### src/rtl/if_id_pipe_ctrl.sv
// IF->ID pipeline register and its flush/freeze/stall sequencing; 1-cycle capture, holds on mem_busy or hazard.
// Optional perf counters (stall_cnt, flush_cnt) are compiled in with IF_ID_PERF_EN.
module if_id_pipe_ctrl #(
   parameter logic [31:0] NOP_INSTR    = 32'h0000_0000,
   parameter int          FLUSH_CYCLES = 1,
   parameter int          MAX_WAIT     = 255
) (
   input  logic        clk,
   input  logic        rst,
   input  logic [31:0] if_pc,
   input  logic [31:0] if_instr,
   input  logic        hazard,
   input  logic        branch_taken,
   input  logic        mem_busy,
   output logic [31:0] id_pc,
   output logic [31:0] id_instr,
   output logic        id_valid,
   output logic        freeze_pc,
   output logic        bubble,
   output logic        flush_active,
`ifdef IF_ID_PERF_EN
   output logic        wait_timeout,
   output logic [31:0] stall_cnt,
   output logic [31:0] flush_cnt
`else
   output logic        wait_timeout
`endif
);

   typedef enum logic [1:0] {RUN, FLUSH, MEMWAIT} state_t;

   localparam logic [2:0] FLUSH_LOAD = 3'(FLUSH_CYCLES - 1);
   localparam logic [7:0] WAIT_MAX   = 8'(MAX_WAIT);

   state_t     state;
   logic [2:0] flush_left;
   logic [7:0] wait_cnt;
   logic       stall_hz;

   // A hazard only matters when ID holds a real instruction.
   always_comb begin
      stall_hz     = hazard && id_valid;
      freeze_pc    = !branch_taken && (mem_busy || stall_hz);
      bubble       = !branch_taken && !mem_busy && stall_hz;
      flush_active = branch_taken || (state == FLUSH);
   end

   always_ff @(posedge clk or posedge rst) begin
      if (rst) begin
         state        <= RUN;
         flush_left   <= '0;
         wait_cnt     <= '0;
         wait_timeout <= 1'b0;
         id_pc        <= '0;
         id_instr     <= NOP_INSTR;
         id_valid     <= 1'b0;
      end else if (branch_taken) begin
         id_pc    <= if_pc;
         id_instr <= NOP_INSTR;
         id_valid <= 1'b0;
         wait_cnt <= '0;
         if (FLUSH_CYCLES > 1) begin
            state      <= FLUSH;
            flush_left <= FLUSH_LOAD;
         end else begin
            state <= RUN;
         end
      end else if (mem_busy) begin
         // Register and flush count are frozen; only the wait watchdog advances.
         if (wait_cnt != WAIT_MAX)
            wait_cnt <= wait_cnt + 8'd1;
         if (wait_cnt >= WAIT_MAX - 8'd1)
            wait_timeout <= 1'b1;
         if (state != FLUSH)
            state <= MEMWAIT;
      end else begin
         wait_cnt <= '0;
         if (stall_hz) begin
            if (state == MEMWAIT)
               state <= RUN;
         end else if (state == FLUSH) begin
            id_pc      <= if_pc;
            id_instr   <= NOP_INSTR;
            id_valid   <= 1'b0;
            flush_left <= flush_left - 3'd1;
            if (flush_left == 3'd1)
               state <= RUN;
         end else begin
            id_pc    <= if_pc;
            id_instr <= if_instr;
            id_valid <= 1'b1;
            state    <= RUN;
         end
      end
   end

`ifdef IF_ID_PERF_EN
   always_ff @(posedge clk or posedge rst) begin
      if (rst) begin
         stall_cnt <= '0;
         flush_cnt <= '0;
      end else begin
         if (freeze_pc && (stall_cnt != 32'hFFFF_FFFF))
            stall_cnt <= stall_cnt + 32'd1;
         if (branch_taken && (flush_cnt != 32'hFFFF_FFFF))
            flush_cnt <= flush_cnt + 32'd1;
      end
   end
`endif

endmodule

### config.mk
export PLATFORM = sky130hd
export DESIGN_NAME = if_id_pipe_ctrl
export DESIGN_NICKNAME = d
export VERILOG_FILES = /design/src/rtl/if_id_pipe_ctrl.sv
export SDC_FILE = /design/constraint.sdc
export NUM_CORES = 1
export LEC_CHECK = 0
export BUFFER_PORTS_ARGS = -buffer_cell sky130_fd_sc_hd__buf_2
export CAP_MARGIN = 0
export CORE_ASPECT_RATIO = 1.4
export CORE_MARGIN = 5
export CORE_UTILIZATION = 50
export DETAILED_ROUTE_END_ITERATION = 8
export GPL_TIMING_DRIVEN = 0
export HOLD_SLACK_MARGIN = 0.12
export MAX_ROUTING_LAYER = met4
export PLACE_DENSITY = 0.89
export SKIP_LAST_GASP = 1
export SLEW_MARGIN = 20
export SYNTH_ARGS = -nofsm -noshare
export SYNTH_HDL_FRONTEND = slang
export SYNTH_SLANG_ARGS = --single-unit
### constraint.sdc
create_clock -name clk -period 4.03 [get_ports clk]
set_clock_uncertainty 0.05 [all_clocks]
set_input_delay 0.6045 -clock clk [delete_from_list [all_inputs] [get_ports clk]]
set_output_delay 0.6045 -clock clk [all_outputs]
set_load 0.01 [all_outputs]
==> impl_metrics.json, run 1 <==
{
  "outcome": "finished, final reports clean",
  "cts_resized": 0,
  "placeableCoreArea_um2": 5820,
  "leakage_nw": 2.14,
  "synth_top_area_share": 0.627,
  "nNetsFinal": 418,
  "cts.clk_slew.worst_paths_ns": 0.07,
  "gp_congestion": 0.772,
  "start_util": 0.508,
  "antenna_found_initial": 0,
  "grt_pass1_wl_um": 11200,
  "drt-pass1-iter-count": 4,
  "ys_ff_latch": 74,
  "first_global_vias": 2355,
  "ys_seq_area_frac": 0.627,
  "syn_avg_cell_area_um2": 14.9,
  "drv_cap": 0,
  "dp_hpwl_um": 5280,
  "n_fill_cell": 420,
  "synth-edff-count": 0,
  "ys_warn_count": 0,
  "overflow": 0,
  "yosys.cell_count.top_type": "dfrtp_1",
  "ant_nets": 0,
  "wl_per_cell_um": 17.0,
  "clock_latency_ns": 0.34,
  "synth_top_area_cell": "dfrtp_1",
  "ys_top_cells_by_count": "74 x dfrtp_1, 32 x a22o_1, 17 x mux2_4",
  "slew_headroom": 0.673,
  "cts_setup_buffers": 0,
  "synthArstFlopShare": 1.00,
  "vdd_ir_drop_max_v": 0.000321,
  "rows": 33,
  "die_w_um": 75.0,
  "synthCells": 198,
  "layout.area.seq_um2": 1850,
  "end_kind": "output port",
  "setup_violations": 0,
  "tns_ns": 0,
  "rsz0062_at_grt": "no",
  "path_max_fanout": 10,
  "fmax_ghz": 0.463,
  "syn_to_final_growth_pct": 36.7,
  "drc": 0,
  "cellPowerDensity_nw_per_um2": 462,
  "htreeDepth": 3,
  "wl_um": 7180,
  "grt_max_degree": 49,
  "cp.required_ns": 3.38,
  "via_per_inst": 5.18,
  "numClockSinks": 74,
  "hold_viol": 0,
  "diodes": 0,
  "cts-root-buf": "clkbuf_8",
  "multi_input_area_um2": 976,
  "numPortBuffers": 137,
  "min_period_over_period": 0.536,
  "synth_cell_types": 33,
  "ioPinCount": 138,
  "cts_tree": "yes",
  "synth_fp_nets": 269,
  "initialDrtViolationCount": 79,
  "drv_slew": 0,
  "die_h_um": 101,
  "fp.dieArea_um2": 7570,
  "worst_setup_path_start_kind": "flop",
  "drive_above_1_share": 0.571,
  "utilization": 0.694,
  "hold_class": "input pin to async pin",
  "crit_start": "id_valid",
  "criticalPathCategory": "flop to output port",
  "fin_crit_ns": 2.16,
  "grt_usage": 0.203,
  "worstReg2RegStart": "wait_cnt[1]",
  "syn_area_um2": 2960,
  "cts_hold_buf": 0,
  "cp.arrival_ns": 1.51,
  "num_vias": 2188,
  "numCtsBuffers": 9,
  "cts.path.max_buffers": 2,
  "ys_top_cells_by_area": "dfrtp_1 63%, a22o_1 9.5%, mux2_4 8.6%, mux2_2 5.7%, buf_4 1.3%",
  "worst_pin_slew_ns": 0.489,
  "synth_ff_type": "dfrtp_1"
}
[registers in the layout, summed over array words and instances (netlist names)]
register	flops
wait_timeout	1
id_valid	1
wait_cnt	8
id_pc	32
id_instr	32
[placed cells by master, fill, tap and decap left out, types with 2 or more instances in the layout]
| cell type | Yosys | routed |
|---|---|---|
| a211oi_1 | 3 | 3 |
| nand2_1 | 3 | 3 |
| mux2_4 | 17 | 17 |
| buf_4 | 5 | 5 |
| a31oi_1 | 4 | 4 |
| dfrtp_1 | 74 | 74 |
| a22o_1 | 32 | 32 |
| clkbuf_8 | 0 | 9 |
| mux2_2 | 15 | 15 |
| bufinv_16 | 0 | 5 |
| inv_1 | 5 | 4 |
| o21ai_0 | 3 | 3 |
| nor2_1 | 2 | 2 |
| buf_2 | 5 | 142 |
| nor3b_1 | 2 | 2 |
| a21oi_1 | 4 | 4 |
| nand3_1 | 4 | 4 |
| clkbuf_1 | 0 | 2 |
| nor3_1 | 2 | 2 |
| ha_1 | 2 | 2 |
[path summary, 6_finish.rpt]
path / to / slack [ns] / cells after the start
min reg2reg: wait_timeout / 0.42 / 1
min: id_pc[26] / 0.18 / 2
max: freeze_pc / 1.87 / 5
min in group clk: id_instr[21] / 0.41 / 2
max reg2reg: wait_cnt[6] / 2.43 / 5
max in group asynchronous: wait_cnt[3] / 3.18 / 3
[per-layer routing]
metal,vias to the layer above,part of all wire,global-route usage
li1,1028,-,-
met5,-,0,-
met1,1062,0.38,0.236
met3,16,0.068,0.0479
met2,82,0.53,0.332
met4,0,0.021,0.0863
[stage by stage]
stage	std cells	instance area, µm²	hold WS [ns]	setup WS (ns)	total power (W)
2_1_floorplan	198	2960	0.448	1.49	0.000964
3_3_place_gp	405	3730	0.402	0.784	0.00107
3_5_place_dp	406	3760	0.402	1.91	0.00108
4_1_cts	422	4040	0.184	1.85	0.00189
5_1_grt	422	4040	0.206	1.77	0.00194
6_report	422	4040	0.183	1.87	0.00186
[worst max-delay path: stages, from the launching register on]
cell     delay (ns)
dfrtp_1        0.43
a21oi_2        0.08
nor2_2         0.12
buf_6          0.19
buf_4          0.19
buf_2          0.15
[cell families (layout without fill, tap and decap cells)]
logic type      after synthesis  after routing  share of synthesized area
simple gates                 21             21                     0.0394
buf+inv                      18            172                     0.0432
mux                          32             32                      0.144
flops                        74             74                      0.627
fa+ha+maj                     2              2                    0.00847
compound gates               51             51                      0.139
[report_power, final]
| part | switching (W) | internal [W] | leakage (nW) |
|---|---|---|---|
| clock | 0.000264 | 0.000537 | 0.138 |
| sequential | 0.0000280 | 0.000794 | 0.939 |
| combinational | 0.000115 | 0.000126 | 1.06 |
[final cells by class]
class | instances | area share
clock inverter | 5 | 0.0372
tap | 70 | 0.0217
timing repair buffer | 138 | 0.177
sequential | 74 | 0.458
clock buffer | 11 | 0.0325
inverter | 5 | 0.00526
buffer | 13 | 0.0269
multi-input combinational | 106 | 0.242
Note: power is estimated with default switching activity, not from simulation.
==> run 2: changes to the inputs <==
--- a/config.mk
+++ b/config.mk
@@ -9,12 +9,12 @@
 export CAP_MARGIN = 0
 export CORE_ASPECT_RATIO = 1.4
 export CORE_MARGIN = 5
-export CORE_UTILIZATION = 50
+export CORE_UTILIZATION = 42
 export DETAILED_ROUTE_END_ITERATION = 8
 export GPL_TIMING_DRIVEN = 0
 export HOLD_SLACK_MARGIN = 0.12
 export MAX_ROUTING_LAYER = met4
-export PLACE_DENSITY = 0.89
+export PLACE_DENSITY = 0.8
 export SKIP_LAST_GASP = 1
 export SLEW_MARGIN = 20
 export SYNTH_ARGS = -nofsm -noshare
==> constraint.sdc (replaced) <==
create_clock -name clk -period 1.91 [get_ports clk]
set_clock_uncertainty 0.05 [all_clocks]
set_input_delay 0.2865 -clock clk [delete_from_list [all_inputs] [get_ports clk]]
set_output_delay 0.2865 -clock clk [all_outputs]
set_load 0.01 [all_outputs]
==> run 2 against run 1 <==
Against the previous run: sequential share of layout area down 5.4 points; final area up 14%; critical path depth unchanged; combinational power rose to 2.6 times the previous value; largest cell class unchanged; non-clock buffer count up 61; clock-buffer cell count up 3; critical endpoint unchanged.
==> impl_metrics.json, run 2 (synthesis results as in run 1) <==
{
  "numClockSinks": 74,
  "grt_usage": 0.199,
  "multi_input_area_um2": 976,
  "numPortBuffers": 137,
  "fin_crit_ns": 1.78,
  "drive_above_1_share": 0.492,
  "outcome": "finished, final reports clean",
  "initialDrtViolationCount": 33,
  "end_kind": "output port",
  "use_met1": 0.225,
  "htreeDepth": 3,
  "gp_congestion": 0.813,
  "drt-pass1-iter-count": 5,
  "ant_nets": 0,
  "overflow": 0,
  "ioPinCount": 138,
  "drv_cap": 0,
  "final_cell_mix": "142 x buf_2, 73 x dfrtp_1, 60 x dlygate4sd3_1",
  "min_period_over_period": 0.934,
  "top_usage_layer": "met2",
  "worst_pin_slew_ns": 0.460,
  "utilization": 0.666,
  "wl_per_cell_um": 16.3,
  "cts.clk_slew.worst_paths_ns": 0.07,
  "setup_violations": 0,
  "syn_to_final_growth_pct": 55.2,
  "hold_class": "input pin to flop",
  "rsz0062_at_grt": "no",
  "cts-root-buf": "clkbuf_8",
  "hold_viol": 0,
  "diodes": 0,
  "groute.layer.met2.usage": 0.335,
  "leakage_nw": 2.35,
  "cts.path.max_buffers": 2,
  "cp.arrival_ns": 1.45,
  "cp.required_ns": 1.57,
  "placeableCoreArea_um2": 6890,
  "drc": 0,
  "fp.dieArea_um2": 8840,
  "grt_util_met3": 0.0405,
  "cellPowerDensity_nw_per_um2": 756,
  "cts_setup_buffers": 0,
  "tns_ns": 0,
  "path_max_fanout": 10,
  "fin_total_pwr_w": 0.00347,
  "criticalPathCategory": "flop to output port",
  "grt_pass1_wl_um": 12800,
  "die_h_um": 109,
  "slew_headroom": 0.693,
  "start_util": 0.429,
  "dp_hpwl_um": 5240,
  "worst_setup_path_start_kind": "flop",
  "vdd_ir_drop_max_v": 0.000476,
  "rows": 36,
  "via_per_inst": 4.84,
  "drv_slew": 0,
  "antenna_found_initial": 0,
  "nNetsFinal": 479,
  "cts_tree": "yes",
  "n_fill_cell": 494,
  "fmax_ghz": 0.560,
  "fin_hold_ws_ns": 0.144,
  "first_global_vias": 2652,
  "wl_um": 8260,
  "layout.area.seq_um2": 1850,
  "num_vias": 2457,
  "clock_latency_ns": 0.34,
  "numCtsBuffers": 9,
  "top_regs": "id_instr: 32 flops, id_pc: 32 flops, wait_cnt: 8 flops",
  "die_w_um": 80.9,
  "final_common_cell": "buf_2",
  "grt_max_degree": 37
}
## run 2: cell types whose count changed in the layout (fill, tap and decap cells not counted)
cell,change
buf_12,+2
buf_16,-1
bufinv_16,-5
clkbuf_8,+3
clkinv_2,+2
clkinvlp_4,+1
dfrtp_1,-1
dfrtp_2,+1
dlygate4sd3_1,+60
inv_4,-1
## run 2: worst paths after layout
| kind | cells after the start | slack, ns | from | to |
|---|---|---|---|---|
| setup reg to reg | 5 | 0.32 | wait_cnt[1] | wait_cnt[6] |
| hold / removal | 2 | 0.14 | if_pc[5] | id_pc[5] |
| hold reg to reg | 1 | 0.43 | wait_timeout | wait_timeout |
| max in group asynchronous | 4 | 0.97 | rst | id_instr[11] |
| min in group asynchronous | 3 | 0.40 | rst | id_pc[25] |
| setup / recovery | 5 | 0.13 | id_valid | freeze_pc |
## run 2: critical path, cell delays in order (launching register included)
cell	delay [ns]
dfrtp_2	0.41
a21oi_2	0.07
nor2_2	0.12
buf_6	0.19
buf_4	0.19
buf_2	0.14
## run 2: timing repair
action | CTS | global route
gates resized for setup | 0 | 1
hold buffers | 58 | 2
setup endpoints to repair | 0 | 1
hold endpoints to repair | 131 | 2
## run 2: cell type report
type                       instances  area share
clock inverter                     2     0.00218
timing repair buffer             199       0.289
multi-input combinational        106       0.213
sequential                        74       0.404
buffer                            13      0.0237
clock buffer                      14      0.0376
tap                               95      0.0259
inverter                           5     0.00491
## run 2: power by group
| part | total [W] | internal (W) | switching (W) |
|---|---|---|---|
| Combinational | 0.000618 | 0.000349 | 0.000269 |
| Clock | 0.00111 | 0.000576 | 0.000538 |
| Sequential | 0.00174 | 0.00168 | 0.0000618 |
| Total | 0.00347 | 0.00260 | 0.000868 |
## run 2: through the flow
| stage | instances | area, µm² | worst slack, ns |
|---|---|---|---|
| final | 508 | 4590 | 0.125 |
| after detailed placement | 432 | 3800 | 0.349 |
| after global routing | 508 | 4590 | 0.0124 |
| after global placement | 430 | 3760 | 0.285 |
| after CTS | 506 | 4570 | 0.0498 |
| after floorplan | 198 | 2960 | 0.466 |
## run 2: metal layers
layer,up-vias,routed length (µm)
met4,0,108
met5,-,0
met2,102,4320
met1,1197,3260
li1,1148,-
met3,10,570
==> run 3: changes to the inputs <==
--- a/config.mk
+++ b/config.mk
@@ -9,12 +9,13 @@
 export CAP_MARGIN = 0
 export CORE_ASPECT_RATIO = 1.4
 export CORE_MARGIN = 5
-export CORE_UTILIZATION = 42
+export CORE_UTILIZATION = 48
+export CTS_BUF_LIST = sky130_fd_sc_hd__clkbuf_8
 export DETAILED_ROUTE_END_ITERATION = 8
 export GPL_TIMING_DRIVEN = 0
 export HOLD_SLACK_MARGIN = 0.12
 export MAX_ROUTING_LAYER = met4
-export PLACE_DENSITY = 0.8
+export PLACE_DENSITY = 0.86
 export SKIP_LAST_GASP = 1
 export SLEW_MARGIN = 20
 export SYNTH_ARGS = -nofsm -noshare
==> constraint.sdc (replaced) <==
create_clock -name clk -period 1.7 [get_ports clk]
set_clock_uncertainty 0.05 [all_clocks]
set_input_delay 0.255 -clock clk [delete_from_list [all_inputs] [get_ports clk]]
set_output_delay 0.255 -clock clk [all_outputs]
set_load 0.01 [all_outputs]
==> run 3 against run 2 <==
Against the previous run: die area fell by 11%; clock-buffer cell count fell by 5; core utilization rose by 13 points; highest routed layer unchanged.
==> impl_metrics.json, run 3 (synthesis results as in run 1) <==
{
  "vdd_ir_drop_max_v": 0.000886,
  "htreeDepth": 3,
  "ioPinCount": 138,
  "p_clk_frac": 0.394,
  "critPathSlowestCell": "dfrtp_1",
  "rows": 33,
  "end_kind": "output port",
  "cts-root-buf": "clkbuf_8",
  "start_util": 0.497,
  "via_per_inst": 5.17,
  "grt_usage": 0.242,
  "min_period_over_period": 0.956,
  "placeableCoreArea_um2": 5950,
  "die_w_um": 76.3,
  "slowest_delay_ns": 0.37,
  "outcome": "finished, final reports clean",
  "place_inst": 407,
  "fin_crit_ns": 1.62,
  "n_fill_cell": 346,
  "first_global_vias": 2810,
  "ant_nets": 0,
  "hold_depth": 2,
  "antenna_found_initial": 0,
  "num_vias": 2544,
  "top_regs": "id_instr: 32 flops, id_pc: 32 flops, wait_cnt: 8 flops",
  "hold_viol": 0,
  "fmax_ghz": 0.615,
  "initialDrtViolationCount": 128,
  "wl_um": 8890,
  "cts.path.max_buffers": 2,
  "worst_setup_path_start_kind": "flop",
  "numPortBuffers": 137,
  "cts.clk_slew.worst_paths_ns": 0.07,
  "layout.area.seq_um2": 1850,
  "nNetsFinal": 488,
  "numCtsBuffers": 9,
  "cp_cell_sequence": "a21oi_2 -> nor2_2 -> buf_6 -> buf_6 -> buf_2",
  "numClockSinks": 74,
  "combPwrFrac": 0.164,
  "crit_family": "buffers and inverters",
  "cp_common_cell": "buf_6",
  "syn_to_final_growth_pct": 59.7,
  "grt_max_degree": 33,
  "power.share.switching": 0.229,
  "path_max_fanout": 10,
  "fin_cells": 492,
  "clock_latency_ns": 0.33,
  "tns_ns": 0,
  "slew_headroom": 0.694,
  "setup_violations": 0,
  "cts_tree": "yes",
  "p_int_w": 0.00340,
  "overflow": 0,
  "drv_slew": 0,
  "dp_hpwl_um": 5540,
  "drt-pass1-iter-count": 4,
  "criticalPathCategory": "flop to output port",
  "utilization": 0.794,
  "rsz0062_at_grt": "yes",
  "fin_total_pwr_w": 0.00441,
  "r2r_slack_ns": 0.14,
  "cellPowerDensity_nw_per_um2": 935,
  "grt_pass1_wl_um": 14300,
  "seqPwrFrac": 0.442,
  "hold_class": "input pin to flop",
  "cp.required_ns": 1.39,
  "gp_congestion": 0.746,
  "leakage_nw": 2.42,
  "wl_per_cell_um": 18.1,
  "p_switching_w": 0.00101,
  "fp.dieArea_um2": 7850,
  "worst-path-buf-inv": 3,
  "drv_cap": 0,
  "final_common_cell": "buf_2",
  "reg2regPathDepth": 6,
  "multi_input_area_um2": 978,
  "fin_hold_ws_ns": 0.132,
  "die_h_um": 103,
  "cp.arrival_ns": 1.32,
  "final_cell_mix": "142 x buf_2, 74 x dfrtp_1, 66 x dlygate4sd3_1",
  "worst_pin_slew_ns": 0.458,
  "drc": 0,
  "drive_above_1_share": 0.489,
  "crit_cells": 5
}
==> run 3: per-layer routing <==
layer  up-vias  global-route usage  part of all wire
li1       1175                   -                 -
met1      1245               0.250              0.36
met2       103               0.441              0.56
met3        21              0.0472             0.053
met4         0               0.116             0.023
met5         -                   -                 0
==> run 3: worst paths after layout <==
check,start,endpoint
max,id_valid,freeze_pc
min in group asynchronous,rst,id_instr[29]
min,if_pc[21],id_pc[21]
max in group asynchronous,rst,id_pc[2]
min reg2reg,wait_timeout,wait_timeout
max reg2reg,id_valid,id_pc[14]
==> run 3: layout make-up <==
type,instances,share of cell area
Sequential cell,74,0.392
Timing Repair Buffer,208,0.299
Multi-Input combinational cell,106,0.207
Clock inverter,6,0.0278
Clock buffer,9,0.0262
Buffer,13,0.0239
Tap cell,70,0.0186
Inverter,5,0.00477
Antenna cell,1,0.000530
==> run 3: power groups by stage <==
stage / combinational (W) / sequential (W) / clock, W
after floorplan: 0.000248 / 0.00204 / 0
after CTS: 0.000712 / 0.00195 / 0.00176
after global routing: 0.000780 / 0.00197 / 0.00182
after global placement: 0.000556 / 0.00197 / 0
after detailed placement: 0.000585 / 0.00198 / 0
final: 0.000722 / 0.00195 / 0.00174
==> run 3: per-stage QoR <==
step,worst slack [ns],cell area [µm²]
after global placement,0.105,3730
after global routing,-0.0151,4720
after floorplan,0.256,2960
final,0.0753,4720
after CTS,0.0345,4700
after detailed placement,0.136,3770
==> run 3: timing repair <==
item,in CTS,in global routing
hold buffers,66,0
endpoints found under the hold margin,75,0
setup endpoints to repair,1,2
pin swaps,0,1
gates resized for setup,0,2
buffers inserted,2,1
==> run 3: worst register-to-register path: stages, from the launching register on <==
cell	delay (ns)
dfrtp_1	0.37
a21oi_2	0.06
nor2_2	0.16
buf_6	0.12
buf_4	0.19
buf_8	0.18
mux2_4	0.31
